[config.mk]
export PLATFORM = sky130hd
export DESIGN_NAME = mmio_uart_tx
export DESIGN_NICKNAME = d
export VERILOG_FILES = /design/src/rtl/mmio_uart_tx.sv
export SDC_FILE = /design/constraint.sdc
export NUM_CORES = 1
export LEC_CHECK = 0
export BUFFER_PORTS_ARGS = -buffer_cell sky130_fd_sc_hd__buf_2
export CORE_MARGIN = 2
export CORE_UTILIZATION = 55
export DETAILED_ROUTE_END_ITERATION = 8
export PLACE_DENSITY = 0.83
export SYNTH_ARGS = -nofsm -noshare
export SYNTH_HDL_FRONTEND = slang
export SYNTH_SLANG_ARGS = --single-unit
[constraint.sdc]
create_clock -name clk_i -period 4.8 [get_ports clk_i]
set_input_delay 0.24 -clock clk_i [delete_from_list [all_inputs] [get_ports clk_i]]
set_output_delay 0.24 -clock clk_i [all_outputs]
set_load 0.05 [all_outputs]
[src/rtl/mmio_uart_tx.sv]
// mmio_uart_tx: memory-mapped 8N1 UART transmitter with a small byte FIFO.
//
// Register window (BASE_ADDR must have its low four bits clear):
//   BASE+0 TXDATA  write pushes wdata_i[7:0]; reads 0
//   BASE+4 STATUS  read {28'b0, overflow, fifo_full, fifo_empty, tx_busy}; any write clears overflow
//   BASE+8 CTRL    bit0 enable (reset 1); other bits read 0
//
// Ports:
//   clk_i        clock, rising edge
//   rst_ni       asynchronous active-low reset
//   addr_i       memory address
//   wdata_i      store data
//   mem_wr_i     1 = write, 0 = read
//   sel_o        combinational window hit; selects rdata_o at the top level
//   rdata_o      registered read data (one-cycle latency)
//   tx_o         serial line, idle high, driven from a flop
//   tx_busy_o    a frame is in progress
//   fifo_full_o  FIFO holds FIFO_DEPTH entries
module mmio_uart_tx #(
    parameter int unsigned CLKS_PER_BIT = 16,
    parameter int unsigned FIFO_DEPTH   = 4,
    parameter logic [31:0] BASE_ADDR    = 32'hFFFF_0000
) (
    input  logic        clk_i,
    input  logic        rst_ni,
    input  logic [31:0] addr_i,
    input  logic [31:0] wdata_i,
    input  logic        mem_wr_i,
    output logic        sel_o,
    output logic [31:0] rdata_o,
    output logic        tx_o,
    output logic        tx_busy_o,
    output logic        fifo_full_o
);

    localparam int unsigned PtrW  = $clog2(FIFO_DEPTH);
    localparam int unsigned CntW  = PtrW + 1;
    localparam int unsigned BaudW = $clog2(CLKS_PER_BIT);

    localparam logic [CntW-1:0]  DepthCnt = CntW'(FIFO_DEPTH);
    localparam logic [BaudW-1:0] BaudMax  = BaudW'(CLKS_PER_BIT - 1);

    typedef enum logic [1:0] {StIdle, StStart, StData, StStop} state_e;

    // ------------------------------------------------------------------
    // Address decode and write qualification
    // ------------------------------------------------------------------
    logic [1:0] reg_idx;
    logic       hit;
    logic       wr_act;
    logic       wr_first;
    logic       push_req;
    logic       status_wr;
    logic       ctrl_wr;

    logic        last_wr_q;
    logic [31:0] last_addr_q;

    assign reg_idx = addr_i[3:2];
    assign hit     = (addr_i[31:4] == BASE_ADDR[31:4]) && (reg_idx != 2'd3);
    assign sel_o   = hit;
    assign wr_act  = mem_wr_i & hit;
    // The multicycle control holds mem_wr for several states; act only on the
    // first cycle of a given (write, address) pair.
    assign wr_first  = wr_act & ~(last_wr_q && (last_addr_q == addr_i));
    assign push_req  = wr_first && (reg_idx == 2'd0);
    assign status_wr = wr_first && (reg_idx == 2'd1);
    assign ctrl_wr   = wr_first && (reg_idx == 2'd2);

    logic unused_bits;
    assign unused_bits = ^{wdata_i[31:8], addr_i[1:0]};

    // ------------------------------------------------------------------
    // FIFO and control/status state
    // ------------------------------------------------------------------
    logic [7:0]      mem_q [FIFO_DEPTH];
    logic [PtrW-1:0] wr_ptr_q, wr_ptr_d;
    logic [PtrW-1:0] rd_ptr_q, rd_ptr_d;
    logic [CntW-1:0] count_q, count_d;
    logic            overflow_q, overflow_d;
    logic            enable_q, enable_d;
    logic            fifo_empty;
    logic            fifo_full;
    logic            pop;
    logic            push_ok;

    assign fifo_empty  = (count_q == '0);
    assign fifo_full   = (count_q == DepthCnt);
    assign fifo_full_o = fifo_full;
    // A pop in the same cycle frees a slot, so a push while full still lands.
    assign push_ok     = push_req && (!fifo_full || pop);

    always_comb begin
        wr_ptr_d   = wr_ptr_q;
        rd_ptr_d   = rd_ptr_q;
        count_d    = count_q;
        overflow_d = overflow_q;
        enable_d   = enable_q;
        if (push_ok) wr_ptr_d = wr_ptr_q + 1'b1;
        if (pop)     rd_ptr_d = rd_ptr_q + 1'b1;
        case ({push_ok, pop})
            2'b10:   count_d = count_q + 1'b1;
            2'b01:   count_d = count_q - 1'b1;
            default: count_d = count_q;
        endcase
        if (status_wr) begin
            overflow_d = 1'b0;
        end else if (push_req && !push_ok) begin
            overflow_d = 1'b1;
        end
        if (ctrl_wr) enable_d = wdata_i[0];
    end

    always_ff @(posedge clk_i or negedge rst_ni) begin
        if (!rst_ni) begin
            for (int i = 0; i < int'(FIFO_DEPTH); i++) mem_q[i] <= 8'h00;
            wr_ptr_q    <= '0;
            rd_ptr_q    <= '0;
            count_q     <= '0;
            overflow_q  <= 1'b0;
            enable_q    <= 1'b1;
            last_wr_q   <= 1'b0;
            last_addr_q <= '0;
        end else begin
            if (push_ok) mem_q[wr_ptr_q] <= wdata_i[7:0];
            wr_ptr_q    <= wr_ptr_d;
            rd_ptr_q    <= rd_ptr_d;
            count_q     <= count_d;
            overflow_q  <= overflow_d;
            enable_q    <= enable_d;
            last_wr_q   <= wr_act;
            last_addr_q <= addr_i;
        end
    end

    // ------------------------------------------------------------------
    // Transmit FSM
    // ------------------------------------------------------------------
    state_e          state_q;
    logic [BaudW-1:0] baud_q;
    logic [2:0]      bit_cnt_q;
    logic [7:0]      shift_q;
    logic            tx_q;
    logic            baud_end;
    logic            frame_go;

    assign baud_end  = (baud_q == BaudMax);
    assign frame_go  = enable_q && !fifo_empty;
    assign pop       = ((state_q == StIdle) && frame_go) ||
                       ((state_q == StStop) && baud_end && frame_go);
    assign tx_o      = tx_q;
    assign tx_busy_o = (state_q != StIdle);

    always_ff @(posedge clk_i or negedge rst_ni) begin
        if (!rst_ni) begin
            state_q   <= StIdle;
            baud_q    <= '0;
            bit_cnt_q <= '0;
            shift_q   <= '0;
            tx_q      <= 1'b1;
        end else begin
            case (state_q)
                StIdle: begin
                    tx_q   <= 1'b1;
                    baud_q <= '0;
                    if (pop) begin
                        shift_q <= mem_q[rd_ptr_q];
                        state_q <= StStart;
                        tx_q    <= 1'b0;
                    end
                end
                StStart: begin
                    if (baud_end) begin
                        baud_q    <= '0;
                        bit_cnt_q <= '0;
                        state_q   <= StData;
                        tx_q      <= shift_q[0];
                    end else begin
                        baud_q <= baud_q + 1'b1;
                    end
                end
                StData: begin
                    if (baud_end) begin
                        baud_q <= '0;
                        if (bit_cnt_q == 3'd7) begin
                            state_q <= StStop;
                            tx_q    <= 1'b1;
                        end else begin
                            // Present the next bit in the same edge as the shift.
                            shift_q   <= {1'b0, shift_q[7:1]};
                            tx_q      <= shift_q[1];
                            bit_cnt_q <= bit_cnt_q + 1'b1;
                        end
                    end else begin
                        baud_q <= baud_q + 1'b1;
                    end
                end
                StStop: begin
                    if (baud_end) begin
                        baud_q <= '0;
                        if (pop) begin
                            // Chain straight into the next start bit, no idle gap.
                            shift_q <= mem_q[rd_ptr_q];
                            state_q <= StStart;
                            tx_q    <= 1'b0;
                        end else begin
                            state_q <= StIdle;
                            tx_q    <= 1'b1;
                        end
                    end else begin
                        baud_q <= baud_q + 1'b1;
                    end
                end
                default: begin
                    state_q <= StIdle;
                    tx_q    <= 1'b1;
                end
            endcase
        end
    end

    // ------------------------------------------------------------------
    // Registered read data
    // ------------------------------------------------------------------
    logic [31:0] rdata_q, rdata_d;

    always_comb begin
        rdata_d = 32'h0;
        if (hit) begin
            case (reg_idx)
                2'd1:    rdata_d = {28'b0, overflow_q, fifo_full, fifo_empty, tx_busy_o};
                2'd2:    rdata_d = {31'b0, enable_q};
                default: rdata_d = 32'h0;
            endcase
        end
    end

    always_ff @(posedge clk_i or negedge rst_ni) begin
        if (!rst_ni) begin
            rdata_q <= '0;
        end else begin
            rdata_q <= rdata_d;
        end
    end

    assign rdata_o = rdata_q;

endmodule

After elaboration in Yosys (flattened, before gate mapping)
Index checks and enable logic that the tools add are counted.
W data, S select, Z words.
{"block": "totals", "word_cells": 115, "ff_bits": 124, "input_bits": 67}
{"block": "classes", "reduce_logical": 30, "order_cmp": 3, "muxes": 35, "eq_ne": 19, "bitwise_logic": 5, "n_addsub": 6}
{"op": "$mux W8", "n": 7}
{"op": "$bwmux W32", "n": 1}
{"op": "$eq A32 B32 Y1", "n": 1}
{"op": "$eq A28 B28 Y1 const B", "n": 1}
{"op": "$pmux W8 S3", "n": 1}
{"op": "$bmux W8 S2", "n": 1}
{"op": "$demux W8 S2", "n": 1}
{"op": "$pmux W4 S2", "n": 2}
{"op": "$ne A2 B2 Y1 const B", "n": 7}
{"op": "$logic_and A1 B1 Y1", "n": 12}
{"op": "$pmux W3 S2", "n": 2}
{"op": "$mux W2", "n": 5}
{"op": "$mux W3", "n": 3}
{"op": "$eq A2 B2 Y1 const B", "n": 4}
{"op": "$mux W1", "n": 8}
{"op": "$mux W4", "n": 2}
{"op": "$pmux W2 S4", "n": 1}
{"op": "$reduce_and A4 Y1", "n": 2}
{"op": "$reduce_bool A2 Y1", "n": 4}
{"op": "$add A3 B1 Y3 const B", "n": 2}
{"op": "$eq A2 B1 Y1 const B", "n": 3}
{"op": "$eq A3 B3 Y1 const B", "n": 2}
{"op": "$ge A3 B3 Y1 const B", "n": 2}
{"op": "$not A2 Y3", "n": 2}
{"op": "other kinds (16)", "n": 22}

Longest topological paths before layout
Gate-level depths: netlist of the first run.
{"block": "depth", "word_depth": 11, "ltp_mapped": 13, "ltp_nobuf": 13}

Least setup slack after synthesis of the first run
No wires, ideal clock.
{"block": "synth_path", "kind": "input -> register", "start": "input addr_i[2]", "end": "register count_q[1]", "setup_time_ns": 0.083, "slack_ns": 2.097, "path_stages": 10, "arrival_time_ns": 2.620, "required_time_ns": 4.717, "path_cell_list": "ha_1 or4b_2 nor4_4 nand4_1 a31oi_1 inv_1 ha_1 inv_1 fa_1 o21ai_0"}
{"block": "synth_between", "elab_chain_len": 8}
{"item": "start, declared", "line": "26", "text": "input logic [31:0] addr_i,"}
{"item": "$eq A32 B32 Y1 or $ne A2 B2 Y1 (tied branches)", "line": "65, 60"}
{"item": "$logic_and A1 B1 Y1 (on tied branches)", "line": "65, 60"}
{"item": "$not A1 Y1 or $and A1 B1 Y1 (tied branches)", "line": "65, 62"}
{"item": "$and A1 B1 Y1", "line": "65", "text": "assign wr_first = wr_act & ~(last_wr_q && (last_addr_q == addr_i));"}
{"item": "$logic_and A1 B1 Y1 (*)", "line": "66", "text": "assign push_req = wr_first && (reg_idx == 2'd0);"}
{"item": "$logic_and A1 B1 Y1 (*)", "line": "91", "text": "assign push_ok = push_req && (!fifo_full || pop);"}
{"item": "$eq A2 B1 Y1 or $eq A2 B2 Y1 (tied branches)", "line": "101", "text": "case ({push_ok, pop})"}
{"item": "$pmux W3 S2 or $reduce_bool A2 Y1 (tied branches)"}
{"item": "end signal, assigned", "line": "128", "text": "count_q <= count_d;"}
{"item": "end, declared", "line": "79", "text": "logic [CntW-1:0] count_q, count_d;"}
Every way passes the cells marked *; elsewhere a longest branch is shown, timed or not.
A chain may end at the register's enable or synchronous reset.

Final worst setup path of the first run
{"block": "layout_path", "start": "input addr_i[15]", "end": "register count_q[2]"}
{"block": "layout_between", "elab_chain_len": 8}
{"item": "$eq A28 B28 Y1 or $eq A32 B32 Y1 (tied branches)", "line": "60, 65"}
{"item": "$logic_and A1 B1 Y1 (on tied branches)", "line": "60, 65"}
{"item": "$and A1 B1 Y1 or $not A1 Y1 (tied branches)", "line": "62, 65"}
{"item": "$and A1 B1 Y1 (*)", "line": "65"}
{"item": "$logic_and A1 B1 Y1 (*)", "line": "66"}
{"item": "$logic_and A1 B1 Y1 (*)", "line": "91"}
{"item": "$eq A2 B1 Y1 or $eq A2 B2 Y1 (tied branches)", "line": "101"}
{"item": "$pmux W3 S2 or $reduce_bool A2 Y1 (tied branches)"}
Marked as above.

==> impl_metrics.json, run 1 <==
{
  "hold_start": "addr_i[20]",
  "h-tree-depth": 3,
  "diodes": 0,
  "synth_flop_cell": "dfrtp_1",
  "path_delay_family": "simple AND/OR/NAND/NOR gates",
  "synth_seq_area_share_pct": 50.8,
  "post-synth-top-count-cell": "dfrtp_1",
  "crit_required_ps": 5100,
  "pin_count": 103,
  "ir_drop_uv": 185,
  "wl_per_cell_um": 16.2,
  "drc_errors": 0,
  "final-seq-area_sq_mm": 0.00240,
  "hp-class": "primary input to flip-flop",
  "grt_pass1_vias": 3016,
  "outcome": "finished clean",
  "setup-violations-final": 0,
  "synth_compound_area_share_pct": 7.53,
  "netlist_top_cells_area": "dfrtp_1, mux2_2, xnor2_1, ha_1, buf_4",
  "netlist_instances": 366,
  "rr_startpoint": "last_addr_q[23]",
  "portBuffers": 50,
  "hold_ws_ps": 15.1,
  "yosys_warnings": 0,
  "whs_endpoint": "last_addr_q[20]",
  "synth-edff-count": 0,
  "worstReg2RegEnd": "count_q[2]",
  "synth_fa_ha_area_share_pct": 4.91,
  "yosys.area_share.simple_pct": 9.66,
  "end_kind": "flip-flop",
  "synth_top_family_by_area": "multiplexers",
  "skew_ps": 14.1,
  "hold_depth": 1,
  "worst-path-buf-inv": 4,
  "cts_resized": 0,
  "drtIter0Drc": 123,
  "final.period_utilization_pct": 67.3,
  "final_area_sq_mm": 0.00537,
  "fin_nets": 522,
  "clkSinkCount": 96,
  "crit_arrival_ps": 3530,
  "wl_um": 8890,
  "vias_per_cell": 5.45,
  "rows": 33,
  "cts_buffers": 9,
  "dpl_cell_area_sq_mm": 0.00500,
  "slowest_stage": "nor4_4",
  "rrSetupSlack_ps": 1690,
  "worst-slew-pin-transition_ps": 954,
  "hold_viol": 0,
  "max_stage_delay_ps": 730,
  "ys_async_sr_fraction_pct": 100,
  "die_w_um": 96.8,
  "die_h_um": 96.8,
  "cts.path.max_buffers": 2,
  "core_sq_mm": 0.00830,
  "crit_chain": "dlygate4sd3_1 -> buf_2 -> xnor2_1 -> nand4_1 -> nor4_4 -> a31oi_1 -> inv_1 -> ha_1 -> inv_1 -> fa_1 -> xor2_1 -> nor2_1 -> xor2_1",
  "dr.pass1.iters": 4,
  "ant_nets": 0,
  "overflow": 0,
  "drive_gt1_share_pct": 28.3,
  "dp_slack_ps": 1600,
  "fmax_mhz": 309,
  "maxCapViolations": 0,
  "synth_mux_area_share_pct": 13.6,
  "antenna_found_initial": 0,
  "synthXorXnorAreaFrac_pct": 7.21,
  "layout_setup_ws_ps": 1570,
  "cp_max_fo": 8,
  "num-fill-cells": 587,
  "area_growth_pct": 13.4,
  "multiInputGateArea_sq_mm": 0.00214,
  "tns_ps": 0,
  "avgSynthCellArea_sq_um": 12.9,
  "place_congestion": 0.815,
  "rsz0062_at_grt": "false",
  "cp-start-kind": "primary input",
  "path_clk_slew_ps": 110,
  "vias": 2980,
  "hpwl_um": 6230,
  "yosysTopAreaCellShare_pct": 49.6,
  "start_util_pct": 57.1,
  "cts_root_buf": "clkbuf_8",
  "synth.distinct_cells": 53,
  "grt_start_max_net_pins": 58,
  "power_leakage_nw": 2.48,
  "grt_pass1_wl_um": 15100,
  "netlist_area_sq_mm": 0.00474,
  "dieArea_sq_mm": 0.00937,
  "cts_tree": "done",
  "worstSkewPairLatency_ps": 370,
  "synthTopCellsByCount": "dfrtp_1, mux2_2, xnor2_1",
  "ys_ff_latch": 96,
  "period_needed_ps": 3230,
  "slew_violations": 0,
  "critPathKind": "primary input to flip-flop",
  "synth.largest_area_cell": "dfrtp_1",
  "reg2reg_depth": 11,
  "grt_use_total_pct": 20.2,
  "max-slew-margin-rel_pct": 36.3,
  "pwr_density_cell_mw_per_mm2": 288,
  "total_power_mw": 1.55
}
placed cells by master (no fill, tap or decap), drive strengths merged, types with 8 or more instances in the layout:
cell	count
ha	17
dfrtp	94
mux2	35
o21ai	13
dlygate4sd3	15
conb	28
nand4	15
clkbuf	9
a31oi	8
buf	51
xnor2	32
mux4	8
nand2	15
inv	22
power by group:
group          internal [mW]  switching [mW]
Combinational         0.0433           0.102
Clock                  0.257           0.315
Sequential             0.822         0.00630
stage by stage:
| step | utilization, % | std cells |
|---|---|---|
| after floorplan | - | 393 |
| after global placement | 60.3 | 516 |
| after detailed placement | 60.3 | 516 |
| after CTS | 64.5 | 545 |
| after global routing | 64.7 | 547 |
| final | 64.7 | 547 |
worst max-delay path by stage:
stage / start / end / slack [ps] / depth (start not counted)
global route: addr_i[15] / count_q[2] / 1300 / 13
floorplan: addr_i[2] / count_q[1] / 2100 / 10
global placement: addr_i[2] / count_q[2] / 1760 / 13
finish: addr_i[15] / count_q[2] / 1570 / 13
CTS: addr_i[21] / count_q[2] / 1610 / 13
detailed placement: addr_i[2] / count_q[1] / 1600 / 11
worst register-to-register path, delay by kind of cell (launching register included):
kind	cells	cell delay, ps
AND/OR/NAND/NOR	3	1070
XOR/XNOR	3	510
buffers and inverters	2	180
flip-flops	1	390
adder cells (fa/ha/maj)	2	570
AO/OA/AOI/OAI	1	330
metal layers:
| metal | routed length [um] | vias to the layer above | GRT usage (%) |
|---|---|---|---|
| met1 | 3980 | 1494 | 27.8 |
| met4 | 138 | 0 | 8.45 |
| li1 | - | 1404 | - |
| met2 | 4430 | 71 | 32.5 |
| met3 | 338 | 11 | 2.60 |
| met5 | 0 | - | 0 |
layout make-up:
| class | instances | share of cell area (%) |
|---|---|---|
| Multi-Input combinational cell | 246 | 39.8 |
| Clock inverter | 7 | 1.77 |
| Sequential cell | 96 | 44.8 |
| Inverter | 18 | 1.26 |
| Clock buffer | 9 | 2.31 |
| Tap cell | 105 | 2.45 |
| Timing Repair Buffer | 66 | 7.64 |
repair_timing:
item	in CTS	in global routing
hold buffers	13	2
buffers inserted	0	0
setup endpoints to repair	0	0
endpoints found under the hold margin	49	2
flip-flops by register name, indices dropped and copies added (netlist names), 2 cells and up:
register	count
wr_ptr_q	2
bit_cnt_q	3
count_q	3
rd_ptr_q	2
last_addr_q	32
baud_q	4
rdata_o	4
mem_q	32
shift_q	8
state_q	2
logic make-up after synthesis:
| group | after synthesis |
|---|---|
| AOI/OAI and AO/OA | 43 |
| xor gates and xnor gates | 39 |
| adders and majority gates | 18 |
| buffers and inverters | 51 |
| DFF | 96 |
| muxes | 50 |
| other | 1 |
| and+or+nand+nor | 68 |
(Power assumes the default switching activity.)
==> run 2, diff against run 1 <==
clock period = 3.2 ns   (was 4.8 ns; I/O delays follow)
==> run 2 against run 1 <==
  * Register-to-register slack worse by 1300 ps
  * Final area is 4.2% higher
  * Power is 48% higher
  * Global-route usage is 1.9 points higher
  * Critical path depth stayed put
  * Hold slack better by 60 ps
  * Non-clock buffer count is 25 higher
  * Critical path type unchanged
  * Clock skew is 2.2 ps higher
  * Highest routed layer unchanged
==> impl_metrics.json, run 2 (same netlist as run 1, synthesis figures left out) <==
{
  "vias_per_cell": 5.64,
  "place_congestion": 0.817,
  "diodes": 0,
  "outcome": "finished clean",
  "combPwrFrac_pct": 10.5,
  "mostFrequentLayoutCell": "dfrtp_1",
  "rrSetupSlack_ps": 380,
  "maxCapViolations": 0,
  "portBuffers": 50,
  "dr.pass1.iters": 5,
  "area_growth_pct": 18.1,
  "clock_power_share_pct": 35.1,
  "worst-slew-pin-transition_ps": 805,
  "pwr_density_cell_mw_per_mm2": 409,
  "drc_errors": 0,
  "cp_max_fo": 7,
  "final_cell_count_no_fill": 571,
  "crit_arrival_ps": 3280,
  "max-slew-margin-rel_pct": 45.6,
  "start_util_pct": 57.1,
  "final.period_utilization_pct": 94.9,
  "drtIter0Drc": 223,
  "ant_nets": 0,
  "cts_buffers": 9,
  "fin_nets": 547,
  "layout_setup_ws_ps": 164,
  "grt_pass1_wl_um": 16500,
  "power_leakage_nw": 2.58,
  "crit_required_ps": 3440,
  "power_frac_seq_pct": 54.4,
  "layout_common_cells": "dfrtp_1, buf_2, mux2_2",
  "hpwl_um": 6420,
  "overflow": 0,
  "hold_viol": 0,
  "setup-violations-final": 0,
  "vias": 3218,
  "critPathKind": "primary input to flip-flop",
  "skew_ps": 16.4,
  "post_cts_buffers": 0,
  "period_needed_ps": 3040,
  "dieArea_sq_mm": 0.00937,
  "grt_pass1_vias": 3388,
  "internal-power_mw": 1.67,
  "p_sw_share_pct": 26.8,
  "cp-start-kind": "primary input",
  "cts.path.max_buffers": 2,
  "end_kind": "flip-flop",
  "drive_gt1_share_pct": 28.5,
  "hold_ws_ps": 74.6,
  "cts_tree": "done",
  "total_power_mw": 2.29,
  "slew_violations": 0,
  "cts_root_buf": "clkbuf_8",
  "wl_um": 10200,
  "grt_use_total_pct": 22.0,
  "wl_per_cell_um": 17.8,
  "core_sq_mm": 0.00830,
  "grt_start_max_net_pins": 61,
  "clkSinkCount": 96,
  "worstSkewPairLatency_ps": 360,
  "total_switching_power_mw": 0.612,
  "dp_slack_ps": 269,
  "ir_drop_uv": 300,
  "fmax_mhz": 329,
  "pin_count": 103,
  "largestRegisters": "last_addr_q x32, mem_q x32, shift_q x8",
  "h-tree-depth": 3,
  "die_h_um": 96.8,
  "tns_ps": 0,
  "path_clk_slew_ps": 90,
  "placed_cells": 523,
  "rows": 33,
  "hp-class": "primary input to flip-flop",
  "antenna_found_initial": 0,
  "die_w_um": 96.8
}
==> run 2: changes by cell type in the layout (fill, tap and decap cells not counted) <==
| cell | previous run | this run |
|---|---|---|
| clkinv_2 | 0 | 2 |
| a31oi_4 | 4 | 5 |
| buf_4 | 2 | 9 |
| nor4b_1 | 2 | 1 |
| nor4b_2 | 0 | 1 |
| clkinv_8 | 1 | 0 |
| inv_8 | 2 | 0 |
| dlygate4sd3_1 | 15 | 33 |
| a31oi_1 | 4 | 3 |
==> run 2: worst paths after layout <==
check / start / cells after the start / endpoint
max in group asynchronous: rst_ni / 3 / mem_q[28]
hold / removal: wdata_i[5] / 2 / mem_q[13]
hold reg to reg: shift_q[4] / 2 / shift_q[4]
min in group asynchronous: rst_ni / 2 / last_addr_q[19]
setup reg to reg: state_q[0] / 13 / count_q[2]
setup / recovery: addr_i[8] / 13 / count_q[2]
==> run 2: final cells by class <==
cell class                      instances  area [sq um]
Fill cell                             572          2700
Sequential cell                        96          2400
Tap cell                              105           131
Clock inverter                          6          66.3
Timing Repair Buffer                   91           643
Multi-Input combinational cell        246          2160
Inverter                               18          67.6
Clock buffer                            9           124
==> run 2: stage by stage <==
step	cell area, sq um	util, %
floorplan	4840	-
global placement	5050	60.9
detailed placement	5050	60.9
CTS	5580	67.2
global route	5600	67.4
finish	5600	67.4
==> run 2: what timing repair did <==
| item | CTS | global route |
|---|---|---|
| hold buffers | 33 | 0 |
| endpoints found under the setup margin | 0 | 2 |
| endpoints found under the hold margin | 88 | 0 |
| gates resized for setup | 0 | 3 |
==> run 2: metal layers <==
layer  track usage, %  wire length, um
met5                0                0
met2             39.0             5360
met3             3.76              467
met4             7.91              220
met1             27.2             4120
==> run 2: worst max-delay path: stages <==
cell and delay (ps):
dlygate4sd3_1 540, buf_2 150, or4_1 630, nor4_4 480
nand4_1 210, a31oi_4 230, inv_1 70, ha_1 200
inv_1 70, fa_1 180, xor2_1 150, nor2_1 70
xor2_1 140
==> run 2: power by group through the flow <==
stage / Sequential (mW) / Clock (mW) / Combinational [mW]
3_3_place_gp: 1.26 / 0 / 0.196
6_report: 1.24 / 0.804 / 0.239
2_1_floorplan: 1.26 / 0 / 0.148
3_5_place_dp: 1.27 / 0 / 0.201
4_1_cts: 1.24 / 0.804 / 0.234
5_1_grt: 1.25 / 0.853 / 0.256
